===== config.mk =====
export PLATFORM = sky130hd
export DESIGN_NAME = data_memory_pipe
export DESIGN_NICKNAME = d
export VERILOG_FILES = /design/src/rtl/dmem_pkg.sv /design/src/rtl/dmem_init_ctrl.sv /design/src/rtl/data_memory_pipe.sv
export SDC_FILE = /design/constraint.sdc
export NUM_CORES = 2
export LEC_CHECK = 0
export CAP_MARGIN = 15
export CORE_ASPECT_RATIO = 1.4
export CORE_MARGIN = 5
export CORE_UTILIZATION = 60
export CTS_CLUSTER_SIZE = 8
export DETAILED_ROUTE_END_ITERATION = 8
export DONT_BUFFER_PORTS = 1
export PLACE_DENSITY_LB_ADDON = 0.3
export SETUP_SLACK_MARGIN = 0.5
export SLEW_MARGIN = 20
export SYNTH_ARGS = -nofsm -noshare
export SYNTH_HDL_FRONTEND = slang
export SYNTH_SLANG_ARGS = --single-unit

===== constraint.sdc =====
create_clock -name clk -period 9 [get_ports clk]
set_input_delay 1.8 -clock clk [delete_from_list [all_inputs] [get_ports clk]]
set_output_delay 1.8 -clock clk [all_outputs]
set_load 0.02 [all_outputs]

===== src/rtl/dmem_pkg.sv =====
// dmem_pkg: shared opcode, FSM state type and power-on init table for data_memory_pipe.
package dmem_pkg;

    localparam logic [3:0] OP_LOAD = 4'b1110;

    typedef enum logic {
        ST_INIT,
        ST_RUN
    } dmem_state_e;

    localparam int unsigned INIT_TABLE_N = 8;

    // Word 0 sits in the low byte.
    localparam logic [8*8-1:0] INIT_TABLE = {
        8'hFF, 8'hCC, 8'hAA, 8'h88, 8'h66, 8'h44, 8'h22, 8'h11
    };

    function automatic logic [7:0] init_table_word(input logic [2:0] idx);
        return INIT_TABLE[{idx, 3'b000} +: 8];
    endfunction

endpackage


===== src/rtl/dmem_init_ctrl.sv =====
// dmem_init_ctrl: INIT/RUN sequencer that walks every memory word once after reset.
module dmem_init_ctrl
    import dmem_pkg::*;
#(
    parameter int unsigned DEPTH  = 256,
    parameter int unsigned ADDR_W = 8
) (
    input  logic              clk,
    input  logic              reset,
    output logic              init_we,
    output logic [ADDR_W-1:0] init_addr,
    output dmem_state_e       state
);

    localparam logic [ADDR_W-1:0] LAST_WORD = ADDR_W'(DEPTH - 1);

    dmem_state_e       state_next;
    logic [ADDR_W-1:0] cnt;
    logic [ADDR_W-1:0] cnt_next;

    // State and counter register; reset restarts initialisation from word 0.
    always_ff @(posedge clk) begin
        if (reset) begin
            state <= ST_INIT;
            cnt   <= '0;
        end else begin
            state <= state_next;
            cnt   <= cnt_next;
        end
    end

    // Next-state: one word per INIT cycle, leave after the last word is written.
    always_comb begin
        state_next = state;
        cnt_next   = cnt;
        init_we    = 1'b0;
        unique case (state)
            ST_INIT: begin
                init_we = !reset;
                if (cnt == LAST_WORD) begin
                    state_next = ST_RUN;
                    cnt_next   = '0;
                end else begin
                    cnt_next = cnt + 1'b1;
                end
            end
            ST_RUN: begin
                state_next = ST_RUN;
            end
            default: state_next = ST_INIT;
        endcase
    end

    assign init_addr = cnt;

endmodule


===== src/rtl/data_memory_pipe.sv =====
// data_memory_pipe: word memory with one-cycle registered load/passthrough response.
// Optional macro DATA_MEMORY_INIT_TABLE_EN preloads words 0..7 from the init table.
module data_memory_pipe
    import dmem_pkg::*;
#(
    parameter int unsigned DATA_W = 8,
    parameter int unsigned ADDR_W = 8,
    parameter int unsigned DEPTH  = 256
) (
    input  logic              clk,
    input  logic              reset,
    input  logic              req_valid,
    output logic              req_ready,
    input  logic [3:0]        opcode,
    input  logic              mem_we,
    input  logic [ADDR_W-1:0] addr,
    input  logic [DATA_W-1:0] wdata,
    input  logic [DATA_W-1:0] alu_result,
    input  logic [2:0]        dest_reg,
    input  logic              reg_we,
    output logic              rsp_valid,
    output logic [DATA_W-1:0] rsp_data,
    output logic [2:0]        rsp_dest,
    output logic              rsp_reg_we,
    output logic              init_busy
);

    localparam int unsigned IDX_W = (DEPTH > 1) ? $clog2(DEPTH) : 1;

    logic [DATA_W-1:0] mem [DEPTH];

    dmem_state_e       state;
    logic              init_we;
    logic [ADDR_W-1:0] init_addr;
    logic [DATA_W-1:0] init_data;
    logic              accept;
    logic              in_range;
    logic [DATA_W-1:0] rd_data;

    dmem_init_ctrl #(
        .DEPTH  (DEPTH),
        .ADDR_W (ADDR_W)
    ) u_init_ctrl (
        .clk       (clk),
        .reset     (reset),
        .init_we   (init_we),
        .init_addr (init_addr),
        .state     (state)
    );

    assign init_busy = (state == ST_INIT);
    assign req_ready = (state == ST_RUN);
    // A request arriving alongside reset is dropped so it cannot store into memory.
    assign accept    = req_valid && req_ready && !reset;
    assign in_range  = (32'(addr) < DEPTH);
    assign rd_data   = in_range ? mem[IDX_W'(addr)] : '0;

    // Value written to each word while initialising.
    always_comb begin
        init_data = '0;
`ifdef DATA_MEMORY_INIT_TABLE_EN
        if (32'(init_addr) < INIT_TABLE_N) begin
            init_data = DATA_W'(init_table_word(3'(init_addr)));
        end
`endif
    end

    // Storage: init sweep writes during INIT, accepted in-range stores during RUN.
    always_ff @(posedge clk) begin
        if (init_we) begin
            mem[IDX_W'(init_addr)] <= init_data;
        end else if (accept && mem_we && in_range) begin
            mem[IDX_W'(addr)] <= wdata;
        end
    end

    // Response stage: loads read pre-write data because the store lands on the same edge.
    always_ff @(posedge clk) begin
        if (reset) begin
            rsp_valid  <= 1'b0;
            rsp_data   <= '0;
            rsp_dest   <= '0;
            rsp_reg_we <= 1'b0;
        end else if (accept) begin
            rsp_valid  <= 1'b1;
            rsp_data   <= (opcode == OP_LOAD) ? rd_data : alu_result;
            rsp_dest   <= dest_reg;
            rsp_reg_we <= reg_we;
        end else begin
            rsp_valid  <= 1'b0;
        end
    end

endmodule

==> results.yml <==
status:
  status: "finished, violations left"
  violations: "slew limit"
drt:
  wire_per_inst_um: 38.17
  dr.first_iter.drc_count: 6440
  drc: 0
  dr.pass1.iters: 6
  vias: 41990
  viasPerCell: 7.197
  ant_nets: 0
  wirelength_um: 222700
worst_setup_path:
  r2r_cells: 8
  critPathLaunchType: "input port"
  reg2reg_from: "u_init_ctrl.state"
  cp.required_ns: 9.49
  critical_path_class: "input port to register"
  timing.rr.end: "mem[236][4]"
  cp_max_fo: 25
  arrival_ns: 6.24
  reg2reg_setup_slack_ns: 3.75
  end_kind: "register"
die:
  die_w_um: 320.3
  fp.dieH_um: 444.4
  design.core.area_um2: 134100
  dieArea_um2: 142300
  initial_core_util: 0.6031
  rows: 159
  pin_count: 51
logic_synthesis:
  synth_edf_count: 2048
  postSynthCellCount: 3870
  ys_seq_area_frac: 0.7659
  synth_seq_cells: 2070
  syn_nets: 3907
  ys.flop_type: "edfxtp_1"
  avgSynthCellArea_um2: 20.90
  synth_area_um2: 80870
  yosysWarnings: 0
  synth_cell_type_count: 64
  async_flop_share: 0
sta:
  rsz0062_at_grt: "false"
  fin_crit_sh: 0.6379
  setup_tns_ns: 0
  worst_pin_slew_ns: 1.595
  clock_skew_ns: 0.04075
  hold_violations: 0
  hold_slack_ns: 0.5781
  setup_ws_ns: 3.259
  finalSetupViolCount: 0
  fin_crit_ns: 5.741
  drv_slew: 135
  slew_headroom: -0.06353
  max_freq_ghz: 0.1742
finish:
  drive_above_1_share: 0.2276
  final_common_cell: "edfxtp_1"
  layout.cells.non_filler: 5834
  nFillCells: 7941
  regArea_um2: 61940
  multi_input_area_um2: 17660
  nNetsFinal: 4047
  area.growth.synth_to_final_pct: 11.88
  final_cell_mix: "edfxtp_1, mux4_2, clkbuf_16"
  utilization: 0.6748
placement:
  dp_hpwl_um: 126300
  port_buffers: 0
  gp_congestion: 0.9123
  dp.cells: 5470
  place_ws_ns: 2.465
clock_tree:
  clk_pin_slew_ns: 0.05
  clock-root-buffer: "clkbuf_16"
  cts.sinks: 2070
  clk_path_buf_depth: 4
  hold_buffers: 0
  cts_buffers: 308
  cts_tree: "built"
  ctsResizeCount: 0
  clk_latency_ns: 0.89
  htree_num_levels: 5
  cts_setup_buffers: 0
pwr:
  vdd_drop_max_uv: 188.3
  comb_power_share: 0.020
  seqPwrFrac: 0.502
  p_clk_frac: 0.479
  power.switching_mw: 4.035
  p_int_mw: 16.83
  p_leak_nw: 32.84
  power_per_cell_area_nw_per_um2: 230.6
  sw_frac_of_total: 0.1934
global_routing:
  grt_pass1_vias: 43070
  antenna_found_initial: 10
  globalRouteTotalUtil: 0.3143
  grt_overflow_total: 0
  grt_pass1_wl_um: 316400
  grt_start_max_net_pins: 554
job:
  cap_violations: 0
min_path:
  holdPathEnd: "rsp_dest[2]"
  hold_path_class: "register to register"
  holdCritStartpoint: "rsp_dest[2]"
  holdPathStages: 2
[worst max-delay path, stage by stage]
cell and delay [ns]:
nand3b_1 0.33, inv_2 0.46, nand2_1 0.51, or3_1 0.49, o31ai_2 0.18, nand3_1 1.12, buf_4 0.60, nor2_1 0.72
[per-stage QoR]
step	area (um^2)	total power, mW
3_5_place_dp	82340	11.03
5_1_grt	90460	21.34
4_1_cts	90430	20.87
2_1_floorplan	80870	11.01
3_3_place_gp	82340	11.02
6_report	90480	20.86
[area by class of cell]
class                      instances  share of cell area
sequential                      2070              0.6846
multi-input combinational       1566              0.1952
clock buffer                     350             0.08905
tap                             1771             0.02449
timing repair buffer              59            0.005725
clock inverter                     5           0.0004287
inverter                           5           0.0002628
antenna                            8           0.0002213
[state kept, by name, indices dropped and copies added, names as in the netlist]
register               count
rsp_dest                   3
rsp_data                   8
u_init_ctrl.state          1
u_init_ctrl.init_addr      8
rsp_valid                  1
mem                     2048
rsp_reg_we                 1
[worst max path at each step]
| stage | startpoint | endpoint | slack, ns | cells after the start |
|---|---|---|---|---|
| after CTS | reset | mem[236][4] | 3.34 | 7 |
| after global placement | reset | mem[236][4] | 2.69 | 7 |
| after global routing | reset | mem[236][4] | 3.34 | 8 |
| after floorplan | reset | mem[0][2] | 1.92 | 6 |
| after detailed placement | reset | mem[236][7] | 2.46 | 7 |
| final | reset | mem[236][4] | 3.26 | 8 |
[cell usage after synthesis (3+ instances only)]
library cell | count | area [um^2]
nand2_1 | 164 | 615.6
a221oi_1 | 6 | 52.55
o21ai_0 | 45 | 225.2
clkbuf_1 | 108 | 405.4
mux2i_1 | 113 | 1131
a211oi_1 | 16 | 120.1
a211o_1 | 10 | 87.58
nand3b_1 | 16 | 120.1
buf_2 | 42 | 210.2
buf_6 | 28 | 315.3
a31oi_1 | 16 | 100.1
and3_1 | 11 | 68.82
nor2b_1 | 14 | 87.58
nor3_1 | 10 | 50.05
mux2_2 | 12 | 135.1
inv_1 | 3 | 11.26
o221ai_1 | 30 | 262.8
a32o_1 | 5 | 50.05
xor2_1 | 4 | 35.03
a21oi_1 | 38 | 190.2
nand4_1 | 9 | 56.30
a32oi_1 | 8 | 70.07
o32ai_1 | 3 | 26.28
o211ai_1 | 10 | 75.07
buf_1 | 13 | 48.80
o21ai_1 | 3 | 15.01
nand2b_1 | 11 | 68.82
mux4_2 | 505 | 11370
nor3b_1 | 4 | 30.03
a22oi_1 | 39 | 292.8
nand3_1 | 52 | 260.3
buf_12 | 4 | 80.08
a22o_1 | 11 | 96.34
o22ai_1 | 24 | 150.1
nor4_1 | 4 | 25.02
buf_4 | 33 | 247.7
or3_1 | 4 | 25.02
nor2_1 | 313 | 1175
or2_2 | 3 | 18.77
mux4_1 | 4 | 105.1
and2_1 | 17 | 106.4
edfxtp_1 | 2048 | 61500
a2111oi_0 | 9 | 78.83
o31ai_1 | 3 | 22.52
dfxtp_1 | 22 | 440.4
[metal layers]
| layer | vias to the layer above | wire length (um) | global-route usage |
|---|---|---|---|
| li1 | 16250 | - | - |
| met1 | 21560 | 71350 | 0.3835 |
| met2 | 3385 | 107400 | 0.4974 |
| met3 | 780 | 26980 | 0.09720 |
| met4 | 12 | 16840 | 0.1925 |
| met5 | - | 93 | 0.003077 |
[power by group through the flow]
stage	Sequential (mW)	Clock, mW	Combinational, mW
after CTS	10.5	10.0	0.386
final	10.5	9.99	0.409
after floorplan	10.6	0	0.368
after detailed placement	10.6	0	0.381
after global placement	10.6	0	0.380
after global routing	10.5	10.5	0.398
[cells by family (layout without fill, tap and decap cells)]
logic type	after synthesis	in the layout	share of synthesized area
AOI/OAI and AO/OA	290	290	0.02530
xor gates and xnor gates	5	5	0.0005415
adders and majority gates	1	1	0.0001547
buffers and inverters	234	419	0.01659
DFF	2070	2070	0.7659
muxes	634	634	0.1576
other	0	8	0
and+or+nand+nor	636	636	0.03388
(Power assumes the default switching activity.)
